==> src/rtl/hc04_scheduler.sv <==
// Round-robin HC-SR04 measurement controller: one trigger at a time, echo timed in us.
// Optional HC04_DEGLITCH_EN adds a 3-sample majority filter after each echo synchronizer.
module hc04_scheduler #(
  parameter int NUM_SENSORS = 4,
  parameter int US_DIV      = 50,
  parameter int TRIG_US     = 12,
  parameter int TIMEOUT_US  = 30000,
  parameter int GAP_US      = 10000,
  parameter int IDX_W       = (NUM_SENSORS > 1) ? $clog2(NUM_SENSORS) : 1
) (
  input  logic                   clk,
  input  logic                   rst_n,
  input  logic                   enable,
  input  logic [NUM_SENSORS-1:0] sensor_mask,
  output logic [NUM_SENSORS-1:0] hc04_trigger,
  input  logic [NUM_SENSORS-1:0] hc04_echo,
  output logic                   busy,
  output logic                   dist_valid,
  output logic [IDX_W-1:0]       dist_idx,
  output logic [15:0]            dist_us,
  output logic                   dist_timeout
);

  localparam int PRE_W = (US_DIV > 1) ? $clog2(US_DIV) : 1;

  localparam logic [2:0] ST_IDLE = 3'd0;
  localparam logic [2:0] ST_TRIG = 3'd1;
  localparam logic [2:0] ST_WAIT = 3'd2;
  localparam logic [2:0] ST_MEAS = 3'd3;
  localparam logic [2:0] ST_GAP  = 3'd4;

  logic [NUM_SENSORS-1:0] sync1_q, sync2_q, echo_f, prev_q;
  logic [2:0]             state_q, state_d;
  logic [IDX_W-1:0]       sel_q, sel_d, next_sel, lo_sel, hi_sel;
  logic                   started_q, started_d, hi_found;
  logic [PRE_W-1:0]       pre_q, pre_d;
  logic [15:0]            us_q, us_d, meas_val, post_val;
  logic [NUM_SENSORS-1:0] trig_q, trig_d;
  logic                   tick, enter, post, post_to, echo_sel, prev_sel;
  logic                   valid_q, to_q;
  logic [IDX_W-1:0]       idx_q;
  logic [15:0]            dout_q;
  int                     base;

  always_ff @(posedge clk or negedge rst_n) begin
    if (!rst_n) begin
      sync1_q <= '0;
      sync2_q <= '0;
      prev_q  <= '0;
    end else begin
      sync1_q <= hc04_echo;
      sync2_q <= sync1_q;
      prev_q  <= echo_f;
    end
  end

`ifdef HC04_DEGLITCH_EN
  logic [NUM_SENSORS-1:0] hist0_q, hist1_q, filt_q;

  // Majority of three consecutive samples: single-cycle pulses never win a vote.
  always_ff @(posedge clk or negedge rst_n) begin
    if (!rst_n) begin
      hist0_q <= '0;
      hist1_q <= '0;
      filt_q  <= '0;
    end else begin
      hist0_q <= sync2_q;
      hist1_q <= hist0_q;
      filt_q  <= (sync2_q & hist0_q) | (sync2_q & hist1_q) | (hist0_q & hist1_q);
    end
  end
  assign echo_f = filt_q;
`else
  assign echo_f = sync2_q;
`endif

  assign echo_sel = echo_f[sel_q];
  assign prev_sel = prev_q[sel_q];
  assign tick     = (pre_q == PRE_W'(US_DIV - 1));
  // The current cycle's tick is folded in so the width is truncated, never short by one.
  assign meas_val = (tick && us_q != 16'hFFFF) ? us_q + 16'd1 : us_q;

  // Next channel: smallest set mask bit at or above base, otherwise wrap to the smallest.
  always_comb begin
    base     = started_q ? int'(sel_q) + 1 : 0;
    lo_sel   = '0;
    hi_sel   = '0;
    hi_found = 1'b0;
    for (int i = NUM_SENSORS - 1; i >= 0; i--) begin
      if (sensor_mask[i]) begin
        lo_sel = IDX_W'(i);
        if (i >= base) begin
          hi_sel   = IDX_W'(i);
          hi_found = 1'b1;
        end
      end
    end
    next_sel = hi_found ? hi_sel : lo_sel;
  end

  always_comb begin
    state_d   = state_q;
    sel_d     = sel_q;
    started_d = started_q;
    post      = 1'b0;
    post_to   = 1'b0;
    post_val  = us_q;
    case (state_q)
      ST_IDLE: begin
        if (enable && sensor_mask != '0) begin
          sel_d     = next_sel;
          started_d = 1'b1;
          state_d   = ST_TRIG;
        end
      end
      ST_TRIG: begin
        if (tick && us_q == 16'(TRIG_US - 1)) state_d = ST_WAIT;
      end
      ST_WAIT: begin
        if (echo_sel && !prev_sel) begin
          state_d = ST_MEAS;
        end else if (tick && us_q == 16'(TIMEOUT_US - 1)) begin
          post    = 1'b1;
          post_to = 1'b1;
          state_d = ST_GAP;
        end
      end
      ST_MEAS: begin
        if (!echo_sel && prev_sel) begin
          post     = 1'b1;
          post_val = meas_val;
          state_d  = ST_GAP;
        end else if (tick && us_q == 16'(TIMEOUT_US - 1)) begin
          post    = 1'b1;
          post_to = 1'b1;
          state_d = ST_GAP;
        end
      end
      ST_GAP: begin
        if (tick && us_q == 16'(GAP_US - 1)) state_d = ST_IDLE;
      end
      default: state_d = ST_IDLE;
    endcase

    enter = (state_d != state_q);
    pre_d = (enter || tick) ? '0 : pre_q + PRE_W'(1);
    if (enter)                        us_d = '0;
    else if (tick && us_q != 16'hFFFF) us_d = us_q + 16'd1;
    else                              us_d = us_q;

    trig_d = '0;
    if (state_d == ST_TRIG) trig_d[sel_d] = 1'b1;
  end

  always_ff @(posedge clk or negedge rst_n) begin
    if (!rst_n) begin
      state_q   <= ST_IDLE;
      sel_q     <= '0;
      started_q <= 1'b0;
      pre_q     <= '0;
      us_q      <= '0;
      trig_q    <= '0;
      valid_q   <= 1'b0;
      idx_q     <= '0;
      dout_q    <= '0;
      to_q      <= 1'b0;
    end else begin
      state_q   <= state_d;
      sel_q     <= sel_d;
      started_q <= started_d;
      pre_q     <= pre_d;
      us_q      <= us_d;
      trig_q    <= trig_d;
      valid_q   <= post;
      if (post) begin
        idx_q  <= sel_q;
        dout_q <= post_to ? 16'hFFFF : post_val;
        to_q   <= post_to;
      end
    end
  end

  assign hc04_trigger = trig_q;
  assign busy         = (state_q != ST_IDLE);
  assign dist_valid   = valid_q;
  assign dist_idx     = idx_q;
  assign dist_us      = dout_q;
  assign dist_timeout = to_q;

endmodule

==> config.mk <==
export PLATFORM = sky130hd
export DESIGN_NAME = hc04_scheduler
export DESIGN_NICKNAME = d
export VERILOG_FILES = /design/src/rtl/hc04_scheduler.sv
export SDC_FILE = /design/constraint.sdc
export NUM_CORES = 1
export LEC_CHECK = 0
export CAP_MARGIN = 25
export CELL_PAD_IN_SITES_DETAIL_PLACEMENT = 1
export CELL_PAD_IN_SITES_GLOBAL_PLACEMENT = 1
export CORE_UTILIZATION = 47
export DETAILED_ROUTE_END_ITERATION = 10
export HOLD_SLACK_MARGIN = 0.12
export PLACE_DENSITY_LB_ADDON = 0.1
export SLEW_MARGIN = 10
export SYNTH_ARGS = -nofsm -noshare
export SYNTH_HDL_FRONTEND = slang
export SYNTH_SLANG_ARGS = --single-unit
==> constraint.sdc <==
create_clock -name clk -period 4.1 [get_ports clk]
set_input_delay 0.82 -clock clk [delete_from_list [all_inputs] [get_ports clk]]
set_output_delay 0.82 -clock clk [all_outputs]
set_load 0.02 [all_outputs]
# Word-level counts from Yosys, hierarchy flattened
# Index checks and enable logic that the tools add are counted.
# classes
n_addsub	3
order_cmp	7
eq_ne	11
muxes	50
n_reduce_logical	15
# ops
operator	n
16-bit two-way mux	5
2-bit two-way mux	15
3-bit two-way mux	7
16-bit by 1-bit adder with 16-bit output (second input constant)	1
16-bit by 14-bit == test with 1-bit output (second input constant)	1
16-bit by 15-bit == test with 1-bit output (second input constant)	1
16-bit by 4-bit == test with 1-bit output (second input constant)	1
16-bit inequality test (second input constant)	1
1-bit two-way mux	15
3-bit one-hot mux with 5 select lines	1
1-bit logical AND	8
6-bit by 1-bit adder with 6-bit output (second input constant)	1
3-bit by 1-bit == test with 1-bit output (second input constant)	2
3-bit by 2-bit == test with 1-bit output (second input constant)	2
6-bit == test (second input constant)	1
1-bit by 3-bit >= comparator with 1-bit output (first input constant)	2
2-bit by 3-bit >= comparator with 1-bit output (first input constant)	2
2-bit by 3-bit < comparator with 1-bit output (second input constant)	2
6-bit two-way mux	1
1-bit binary-select mux with 2-bit select	2
4-bit two-way mux	1
1-bit one-hot mux with 2 select lines	2
4-bit nonzero test	1
2-bit by 1-bit adder with 3-bit output (second input constant)	1
other kinds (9)	10
# totals
ff_bits	64
inputBits	11
output_inout_bits	25
word_cells	99

# Depth between registers and ports, before layout
# Gate-level depths: netlist of the first run.
# depth
ltp_word	19
depth_mapped	8

# Least setup slack after synthesis of the first run
# OpenSTA, ideal clock, no wires.
# synth_path
path_type	reg2reg
from	reg sel_q[0]
to	reg idx_q[1] (netlist: dist_idx[1])
t_arrival_ns	2.003
t_required_ns	3.972
slack_ns	1.970
path_stages_with_launch	9
synth_period_minus_slack_ns	2.130
path_cell_list	dfrtp_1 buf_2 mux4_2 nand2b_2 o21ai_2 a22oi_1 nor2_1 buf_2 mux2_1
# synth_between
elab_chain_len	6
# synth_lines
item	line_no	source
start, declared	34	logic [IDX_W-1:0] sel_q, sel_d, next_sel, lo_sel, hi_sel;
start signal, assigned	169	sel_q <= sel_d;
1-bit binary-select mux with 2-bit select, on equally long branches	77, 78	
1-bit two-way mux, on equally long branches	77, 78	
1-bit zero test, on equally long branches	129, 120	
1-bit logical AND, on equally long branches	129, 120	
1-bit two-way mux, on equally long branches	129, 120	
1-bit one-hot mux with 2 select lines *	108	case (state_q)
end signal, assigned	176	idx_q <= sel_q;
end, declared	41	logic [IDX_W-1:0] idx_q;
# Every way passes the cells marked *; elsewhere a longest branch is shown, timed or not. The select of a mux whose other input is x is not followed.
# A chain may end at the register's enable or synchronous reset.

# Worst setup path in the final report of the first run
# layout_path
from	reg sel_q[0]
to	reg dout_q[3] (netlist: dist_us[3])
# layout_between
elab_chain_len	7
# layout_lines
item	line_no	source
1-bit binary-select mux with 2-bit select, on equally long branches	77, 78	
1-bit two-way mux, on equally long branches	77, 78	
1-bit zero test, on equally long branches	129, 120	
1-bit logical AND, on equally long branches	129, 120	
1-bit two-way mux (tied with other cells)	129	if (!echo_sel && prev_sel) begin
1-bit one-hot mux with 2 select lines or 16-bit two-way mux (tied branches)	108	
16-bit two-way mux	177	dout_q <= post_to ? 16'hFFFF : post_val;
end signal, assigned	177	
end, declared	42	logic [15:0] dout_q;
# Several ways; a longest one is shown, not always the timed one. The select of a mux whose other input is x is not followed.

==> run summary, run 1 <==
status: completed
Clock transition at path regs: 0.07 ns
endpoints failing hold: 0
grt total ovfl: 0
P&R area growth vs syn: 23.0%
clock network fraction of design power: 48.9%
CTS buffer count: 9
post-route ant nets: 0
post-place setup slack: 1.15 ns
final core utilization: 60.9%
cell count after synthesis: 270
Worst-Skew Late Latency: 0.34 ns
R2R cell count: 7
power share of the sequential group: 46.4%
clock tree sinks: 64
Max Cap Viol: 0
nets: 325
synthesized flop and latch total: 64
Crit path buffers/inverters: 1
DP Area: 3410 sq um
PortBufs: 35
layout cells sized above 1: 14.3%
filler instances: 622
Startpoint Class: flip-flop
io pins: 36
Worst Max-Slew Pin Slew: 0.775 ns
Worst path depth: 7
Pint: 1.11 mW
switching pwr: 0.293 mW
Setup-failing EPs final: 0
Die Span Y: 81.6 um
maximum number of pins on one net before global-route repair: 38
post-CTS sizing: 0
Multi-input gate area: 1290 sq um
deepest clock path buffer count: 2
Worst Setup EP: dist_us[3]
CTS tree: yes
Leak Pwr: 1.58 nW
Avg WL per Cell: 18.7 um
Switching Fraction: 20.9%
CP Cell Sequence: mux4_2 -> nand2b_2 -> o21ai_2 -> a22oi_1 -> nor2_1 -> buf_4 -> a2bb2oi_1
setup slack after layout: 1.32 ns
diodes inserted: 0
final wirelength: 7300 um
Worst R2R Start: sel_q[0]
final instance area: 3670 sq um
Die Wd: 81.6 um
core area: 6030 sq um
die area: 6660 sq um
Final Critical Period: 2.78 ns
Iteration-0 DRC Markers: 131
Setup Total Neg Slack: 0 ns
GP Congestion: 0.830
initial antenna violation count: 0
vias in the first global route: 2364
Slew HR: 47.9%
hold_sp: sync1_q[1]
worst path arrival time: 3.04 ns
Logic pwr share: 4.7%
Global Route Usage Sum: 25.3%
Register Area: 1600 sq um
Largest stage delay, worst path: 0.61 ns
TritonRoute pass-1 iters: 4
Worst Skew: 0.00896 ns
worst-path maximum fanout: 11
endpoint class of the critical path: flip-flop
DRC Markers: 0
Syn Std Cell Area: 2980 sq um
cts hold-fix bufs: 0
RSZ-0062 raised after global routing: false
Initial Util: 49.5%
Max VDD drop: 0.229 mV
DP HPWL: 5050 um
reg-to-reg endpoint: dist_us[3]
number of H-tree levels: 3
Worst EP required: 4.36 ns
root buffer cell: clkbuf_8
YS warnings: 0
fin crit share: 67.8%
WS Path Type: flip-flop to flip-flop
routed vias/inst: 5.74
via count: 2237
hold_ws: 0.350 ns
Worst Setup SP: sel_q[0]
reg-to-reg slack, setup: 1.32 ns
fmax: 0.360 GHz
first-pass GRT wire length: 12200 um
syn nets: 285
setup repair bufs after CTS: 0
fin. max-slew vios: 0
register area share after synthesis: 53.7%
synth unique cells: 49
PwrDens: 382 nW/um^2
Crit path max-delay family: simple AND/OR/NAND/NOR gates
mean post-synth cell area: 11.0 sq um
CP max stage cell: nor2_1
row count: 28
worst min path class: flip-flop to flip-flop
-- cells in the final DEF, fill, tap and decap left out, types with 3 or more instances in the layout --
cell,netlist,routed
a21oi_1,6,6
a2bb2oi_1,16,16
buf_4,0,4
bufinv_16,0,3
clkbuf_8,0,11
clkdlybuf4s50_1,0,34
dfrtp_1,64,64
ha_1,4,4
inv_1,8,8
mux2i_1,6,6
nand2_1,17,17
nand2b_1,5,5
nand3_1,11,11
nand4_1,6,6
nor2_1,27,27
nor3_1,10,10
nor3_2,13,13
nor4_1,3,3
o21ai_0,9,9
xnor2_1,6,6
xor2_1,9,9
-- final cells by class --
| type | count | share of cell area (%) |
|---|---|---|
| tap | 75 | 2.56 |
| clock buffer | 11 | 4.13 |
| inverter | 8 | 0.819 |
| sequential | 64 | 43.7 |
| timing repair buffer | 40 | 10.8 |
| multi-input combinational | 187 | 35.2 |
| clock inverter | 5 | 2.80 |
-- flip-flops by register name, indices dropped and copies added, names as in the netlist --
signal        cells
state_q           3
started_q         1
dist_idx          2
prev_q            4
pre_q             6
sel_q             2
dist_valid        1
dist_timeout      1
echo_f            4
sync1_q           4
dist_us          16
us_q             16
hc04_trigger      4
-- how the worst min path moves through the flow --
stage                end  depth (start not counted)
6_report       echo_f[1]                          0
5_1_grt         sel_q[0]                          1
3_3_place_gp   echo_f[2]                          0
3_5_place_dp   echo_f[1]                          0
2_1_floorplan  echo_f[0]                          0
4_1_cts        echo_f[1]                          0
-- through the flow --
stage          power, mW  std cells
6_report            1.40        390
5_1_grt             1.45        390
4_1_cts             1.41        390
3_5_place_dp       0.729        374
3_3_place_gp       0.723        373
2_1_floorplan      0.689        270
-- synthesized netlist by cell type (all sizes together) --
library cell	number	share of area [%]
a21boi	1	0.25
a21oi	6	1.0
a22oi	1	0.25
a2bb2oi	16	4.7
a32o	1	0.38
a32oi	2	0.59
and2	2	0.42
and3	2	0.42
and4bb	1	0.42
buf	7	1.4
clkbuf	4	0.50
dfrtp	64	54
ha	4	1.7
inv	8	1.0
mux2	3	1.1
mux2i	6	2.0
mux4	2	1.5
nand2	17	2.1
nand2b	6	1.3
nand3	11	1.8
nand3b	1	0.25
nand4	6	1.3
nand4b	2	0.59
nor2	27	3.4
nor2b	2	0.42
nor3	23	6.0
nor3b	1	0.25
nor4	4	1.0
nor4b	1	0.29
nor4bb	1	0.34
o21a	2	0.50
o21ai	10	1.8
o22ai	1	0.21
o2bb2ai	1	0.29
o31a	1	0.29
o31ai	1	0.25
or2	3	0.63
or3	2	0.42
or3b	1	0.29
or4	1	0.25
xnor2	6	1.8
xor2	9	2.6
-- cells by family (layout without fill, tap and decap cells) --
logic type | Yosys count | in the layout | synth area share [%]
AOI/OAI and AO/OA | 43 | 43 | 10.5
buffers and inverters | 19 | 64 | 2.90
muxes | 11 | 11 | 4.66
DFF | 64 | 64 | 53.7
xor gates and xnor gates | 15 | 15 | 4.41
and+or+nand+nor | 114 | 114 | 22.1
adders and majority gates | 4 | 4 | 1.68
-- metal layers --
layer | vias up | global-route usage (%) | part of all wire (%)
met2 | 36 | 42.8 | 52
met1 | 1143 | 32.1 | 45
met3 | 8 | 5.44 | 2.9
met5 | - | 0 | 0
met4 | 0 | 8.95 | 1.0
li1 | 1050 | - | -
-- power by group through the flow --
stage          clock, mW  sequential (mW)  combinational (mW)
2_1_floorplan          0            0.661              0.0287
3_3_place_gp           0            0.662              0.0611
3_5_place_dp           0            0.663              0.0657
4_1_cts            0.693            0.651              0.0666
5_1_grt            0.727            0.652              0.0726
6_report           0.684            0.650              0.0658
Power figures use the tool's default switching activity.
==> run 2: changes to the inputs <==
--- a/config.mk
+++ b/config.mk
@@ -8,7 +8,7 @@
 export CAP_MARGIN = 25
 export CELL_PAD_IN_SITES_DETAIL_PLACEMENT = 1
 export CELL_PAD_IN_SITES_GLOBAL_PLACEMENT = 1
-export CORE_UTILIZATION = 47
+export CORE_UTILIZATION = 44
 export DETAILED_ROUTE_END_ITERATION = 10
 export HOLD_SLACK_MARGIN = 0.12
 export PLACE_DENSITY_LB_ADDON = 0.1
==> constraint.sdc (replaced) <==
create_clock -name clk -period 2.9 [get_ports clk]
set_input_delay 0.58 -clock clk [delete_from_list [all_inputs] [get_ports clk]]
set_output_delay 0.58 -clock clk [all_outputs]
set_load 0.02 [all_outputs]
==> run summary, run 2 (synthesis results as in run 1) <==
status: finished with violations (was completed)
failing checks: DRC
diodes inserted: 0 (unchanged)
filler instances: 685 (was 622)
Max VDD drop: 0.268 mV (was 0.229 mV)
PwrDens: 549 nW/um^2 (was 382 nW/um^2)
worst path arrival time: 1.81 ns (was 3.04 ns)
Worst Skew: 0.00733 ns (was 0.00896 ns)
number of H-tree levels: 3 (unchanged)
layout cells sized above 1: 15.1% (was 14.3%)
RSZ-0062 raised after global routing: false (unchanged)
die area: 7110 sq um (was 6660 sq um)
worst-path maximum fanout: 8 (was 11)
WS Path Type: flip-flop to output pin (was flip-flop to flip-flop)
fmax: 0.419 GHz
Register Area: 1600 sq um (unchanged)
Worst-Skew Late Latency: 0.35 ns (was 0.34 ns)
first-pass GRT wire length: 12100 um (was 12200 um)
Final Critical Period: 2.39 ns
PortBufs: 35 (unchanged)
fin. max-slew vios: 0 (unchanged)
Pwr Total: 2.03 mW (was 1.40 mW)
Leak Pwr: 1.60 nW (was 1.58 nW)
worst min path class: input port to asynchronous set/reset pin (was flip-flop to flip-flop)
final wirelength: 6970 um (was 7300 um)
routed vias/inst: 5.57 (was 5.74)
Global Route Usage Sum: 22.1% (was 25.3%)
initial antenna violation count: 0 (unchanged)
setup slack after layout: 0.515 ns (was 1.32 ns)
Iteration-0 DRC Markers: 62 (was 131)
Die Wd: 84.3 um (was 81.6 um)
vias in the first global route: 2412 (was 2364)
Worst Max-Slew Pin Slew: 0.671 ns (was 0.775 ns)
GP Congestion: 0.873 (was 0.830)
Multi-input gate area: 1290 sq um (unchanged)
dpl cells: 379 (was 374)
via count: 2201 (was 2237)
core area: 6460 sq um (was 6030 sq um)
Max Cap Viol: 0 (unchanged)
hold_ws: 0.266 ns (was 0.350 ns)
Clock transition at path regs: 0.07 ns (about the same)
commonest non-fill, non-tap cell in the layout: dfrtp_1 (unchanged)
cts hold-fix bufs: 0 (unchanged)
DRC Markers: 2 (was 0)
clock tree sinks: 64 (unchanged)
final instance area: 3710 sq um (was 3670 sq um)
CTS buffer count: 9 (unchanged)
io pins: 36 (unchanged)
post-place setup slack: 0.422 ns (was 1.15 ns)
P&R area growth vs syn: 24.3% (was 23.0%)
post-route ant nets: 0 (unchanged)
deepest clock path buffer count: 2 (unchanged)
Post-Layout Cell Count: 395 (was 390)
Avg WL per Cell: 17.7 um (was 18.7 um)
final core utilization: 57.4% (was 60.9%)
post-CTS sizing: 0 (unchanged)
root buffer cell: clkbuf_8 (unchanged)
Worst EP required: 2.32 ns (was 4.36 ns)
Startpoint Class: flip-flop (unchanged)
nets: 328 (was 325)
Setup-failing EPs final: 0 (unchanged)
Slew HR: 55.2% (was 47.9%)
DP HPWL: 4870 um (was 5050 um)
fin crit share: 82.2%
endpoint class of the critical path: output pin (was flip-flop)
setup repair bufs after CTS: 0 (unchanged)
CTS tree: yes (unchanged)
endpoints failing hold: 0 (unchanged)
grt total ovfl: 0 (unchanged)
row count: 29 (was 28)
DP Area: 3440 sq um (was 3410 sq um)
Setup Total Neg Slack: 0 ns (unchanged)
maximum number of pins on one net before global-route repair: 36 (was 38)
Initial Util: 46.1% (was 49.5%)
most frequent cells in the layout: dfrtp_1 (64), clkdlybuf4s50_1 (34), nor2_1 (27), nand2_1 (17), a2bb2oi_1 (16) (unchanged)
Die Span Y: 84.3 um (was 81.6 um)
TritonRoute pass-1 iters: 7 (was 4)
-- run 2: cell types whose count changed in the layout (fill, tap and decap cells not counted) --
cell	previous run	this run
buf_4	4	7
clkbuf_8	11	9
bufinv_16	3	4
clkinv_2	1	0
clkinv_4	0	1
clkinvlp_4	1	2
-- run 2: worst paths after layout --
check                      cells after the start     endpoint  startpoint  slack, ns
max                                            2         busy  state_q[2]       0.51
min                                            1     sel_q[1]       rst_n       0.27
max reg2reg                                    7  dist_us[15]    sel_q[0]       0.55
min reg2reg                                    0    echo_f[1]  sync1_q[1]       0.35
max in group asynchronous                      2     us_q[10]       rst_n       2.01
min in group clk                               0    echo_f[1]  sync1_q[1]       0.35
-- run 2: power breakdown --
group          internal, mW  total (mW)  switching [mW]
registers             0.906       0.919          0.0122
logic                0.0428      0.0923          0.0495
clock network         0.659        1.02           0.364
-- run 2: routing by layer --
layer,track usage (%),part of all wire (%)
met5,0,0
met4,6.74,1.0
met3,5.70,2.8
met2,37.3,50
met1,28.2,46
-- run 2: final cells by class --
type	instances	share of cell area, %
multi-input combinational	187	34.9
inverter	8	0.810
tap	77	2.60
clock inverter	7	3.88
timing repair buffer	43	11.3
sequential	64	43.2
clock buffer	9	3.34
-- run 2: worst max-delay path: stages, from the launching register on --
cell and delay [ns]:
dfrtp_1 0.47, or3_1 0.44, clkdlybuf4s50_1 0.55
==> run 3: changes to the inputs <==
==> constraint.sdc (replaced) <==
create_clock -name clk -period 2.3 [get_ports clk]
set_input_delay 0.46 -clock clk [delete_from_list [all_inputs] [get_ports clk]]
set_output_delay 0.46 -clock clk [all_outputs]
set_load 0.02 [all_outputs]
==> run summary, run 3 (synthesis results as in run 1) <==
worst-path maximum fanout: 8 (unchanged)
Initial Util: 46.1% (unchanged)
grt total ovfl: 0 (unchanged)
io pins: 36 (unchanged)
number of H-tree levels: 3 (unchanged)
TritonRoute pass-1 iters: 7 (unchanged)
Leak Pwr: 1.67 nW (was 1.60 nW)
initial antenna violation count: 0 (unchanged)
vias in the first global route: 2485 (was 2412)
Largest stage delay, worst path: 0.56 ns (was 0.55 ns)
Startpoint Class: flip-flop (unchanged)
Setup Total Neg Slack: 0 ns (unchanged)
row count: 29 (unchanged)
Pwr Total: 2.38 mW (was 2.03 mW)
DP HPWL: 5130 um (was 4870 um)
failing checks: DRC (unchanged)
filler instances: 705 (was 685)
Setup-failing EPs final: 0 (unchanged)
Worst EP required: 1.84 ns (was 2.32 ns)
routed vias/inst: 5.57 (about the same)
fmax: 0.451 GHz
fin. max-slew vios: 0 (unchanged)
maximum number of pins on one net before global-route repair: 32 (was 36)
endpoint class of the critical path: output pin (unchanged)
final wirelength: 7310 um (was 6970 um)
nets: 344 (was 328)
Worst Skew: 0.0115 ns (was 0.00733 ns)
Worst Max-Slew Pin Slew: 0.707 ns (was 0.671 ns)
CP Cell Sequence: or3_1 -> clkdlybuf4s50_1 (unchanged)
Die Span Y: 84.3 um (unchanged)
reg-to-reg endpoint: pre_q[5] (was dist_us[15])
CP max stage cell: clkdlybuf4s50_1 (unchanged)
most frequent cells in the layout: dfrtp_1 (63), clkdlybuf4s50_1 (34), nor2_1 (25), buf_4 (23), nand2_1 (17) (was dfrtp_1 (64), clkdlybuf4s50_1 (34), nor2_1 (27), nand2_1 (17), a2bb2oi_1 (16))
post-route ant nets: 0 (unchanged)
Post-Layout Cell Count: 410 (was 395)
die area: 7110 sq um (unchanged)
GP Congestion: 0.779 (was 0.873)
worst min path class: input port to asynchronous set/reset pin (unchanged)
PwrDens: 618 nW/um^2 (was 549 nW/um^2)
R2R cell count: 8 (was 7)
endpoints failing hold: 0 (unchanged)
RSZ-0062 raised after global routing: true (was false)
DRC Markers: 2 (unchanged)
first-pass GRT wire length: 12400 um (was 12100 um)
diodes inserted: 0 (unchanged)
core area: 6460 sq um (unchanged)
layout cells sized above 1: 21.3% (was 15.1%)
Max VDD drop: 0.462 mV (was 0.268 mV)
Final Critical Period: 2.22 ns
clock tree sinks: 64 (unchanged)
dpl cells: 390 (was 379)
reg-to-reg slack, setup: 0.10 ns (was 0.55 ns)
CTS tree: yes (unchanged)
Worst R2R Start: sel_q[0] (unchanged)
CTS buffer count: 9 (unchanged)
Max Cap Viol: 0 (unchanged)
worst path arrival time: 1.76 ns (was 1.81 ns)
commonest non-fill, non-tap cell in the layout: dfrtp_1 (unchanged)
Die Wd: 84.3 um (unchanged)
Iteration-0 DRC Markers: 74 (was 62)
Clock transition at path regs: 0.07 ns (about the same)
deepest clock path buffer count: 2 (unchanged)
Slew HR: 52.9% (was 55.2%)
status: finished with violations (unchanged)
fin crit share: 96.4%
via count: 2282 (was 2201)
P&R area growth vs syn: 28.9% (was 24.3%)
Global Route Usage Sum: 22.8% (was 22.1%)
root buffer cell: clkbuf_8 (unchanged)
Avg WL per Cell: 17.8 um (was 17.7 um)
Worst-Skew Late Latency: 0.35 ns (about the same)
WS Path Type: flip-flop to output pin (unchanged)
PortBufs: 35 (unchanged)
[run 3: cell count changes in the layout (fill, tap and decap cells not counted), sizes merged]
| cell | delta |
|---|---|
| buf | +16 |
| clkinvlp | -2 |
| bufinv | -2 |
| clkbuf | +3 |
[run 3: worst max-delay path, delay by kind of cell, from the launching register on]
kind / cells / cell delay (ns)
AND/OR/NAND/NOR: 1 / 0.39
flip-flops: 1 / 0.47
buffers and inverters: 1 / 0.56
[run 3: final cells by class]
| cell class | count | area, sq um | area share [%] |
|---|---|---|---|
| Sequential cell | 64 | 1600 | 41.7 |
| Clock buffer | 12 | 155 | 4.04 |
| Clock inverter | 3 | 65.1 | 1.69 |
| Multi-Input combinational cell | 187 | 1350 | 35.2 |
| Tap cell | 77 | 96.3 | 2.51 |
| Inverter | 8 | 30.0 | 0.782 |
| Timing Repair Buffer | 59 | 538 | 14.0 |
[run 3: where the power goes]
group / switching [mW] / total [mW] / internal (mW)
registers: 0.0141 / 1.16 / 1.14
logic: 0.0672 / 0.129 / 0.0615
clock network: 0.426 / 1.09 / 0.662
[run 3: stage by stage]
stage / setup WS [ns] / util [%] / instance area [sq um] / hold WS, ns
6_report: 0.0831 / 59.5 / 3840 / 0.163
5_1_grt: -0.0108 / 59.5 / 3840 / 0.215
4_1_cts: 0.0657 / 58.1 / 3750 / 0.175
3_5_place_dp: -0.0176 / 54.5 / 3520 / 0.337
3_3_place_gp: 0.0820 / 54.5 / 3520 / 0.333
2_1_floorplan: 0.170 / - / 2980 / 0.164
[run 3: worst max-delay path by stage]
stage | from | endpoint | cells after the start
floorplan | sel_q[0] | dist_idx[1] | 8
global placement | us_q[11] | dist_us[4] | 7
detailed placement | us_q[0] | dist_us[11] | 8
CTS | us_q[0] | dist_us[11] | 8
global route | sel_q[0] | us_q[10] | 8
finish | state_q[1] | busy | 2
[run 3: what timing repair did]
item | 4_1_cts | 5_1_grt
setup buffers | 0 | 5
pin swaps | 0 | 7
gates resized for setup | 2 | 10
hold buffers | 0 | 0
setup endpoints to repair | 2 | 21
[run 3: metal layers]
| metal | GRT usage, % | up-vias | share of wire (%) |
|---|---|---|---|
| li1 | - | 1084 | - |
| met1 | 28.7 | 1148 | 45 |
| met2 | 37.0 | 39 | 49 |
| met3 | 6.00 | 11 | 3.6 |
| met4 | 10.2 | 0 | 1.8 |
| met5 | 0 | - | 0 |
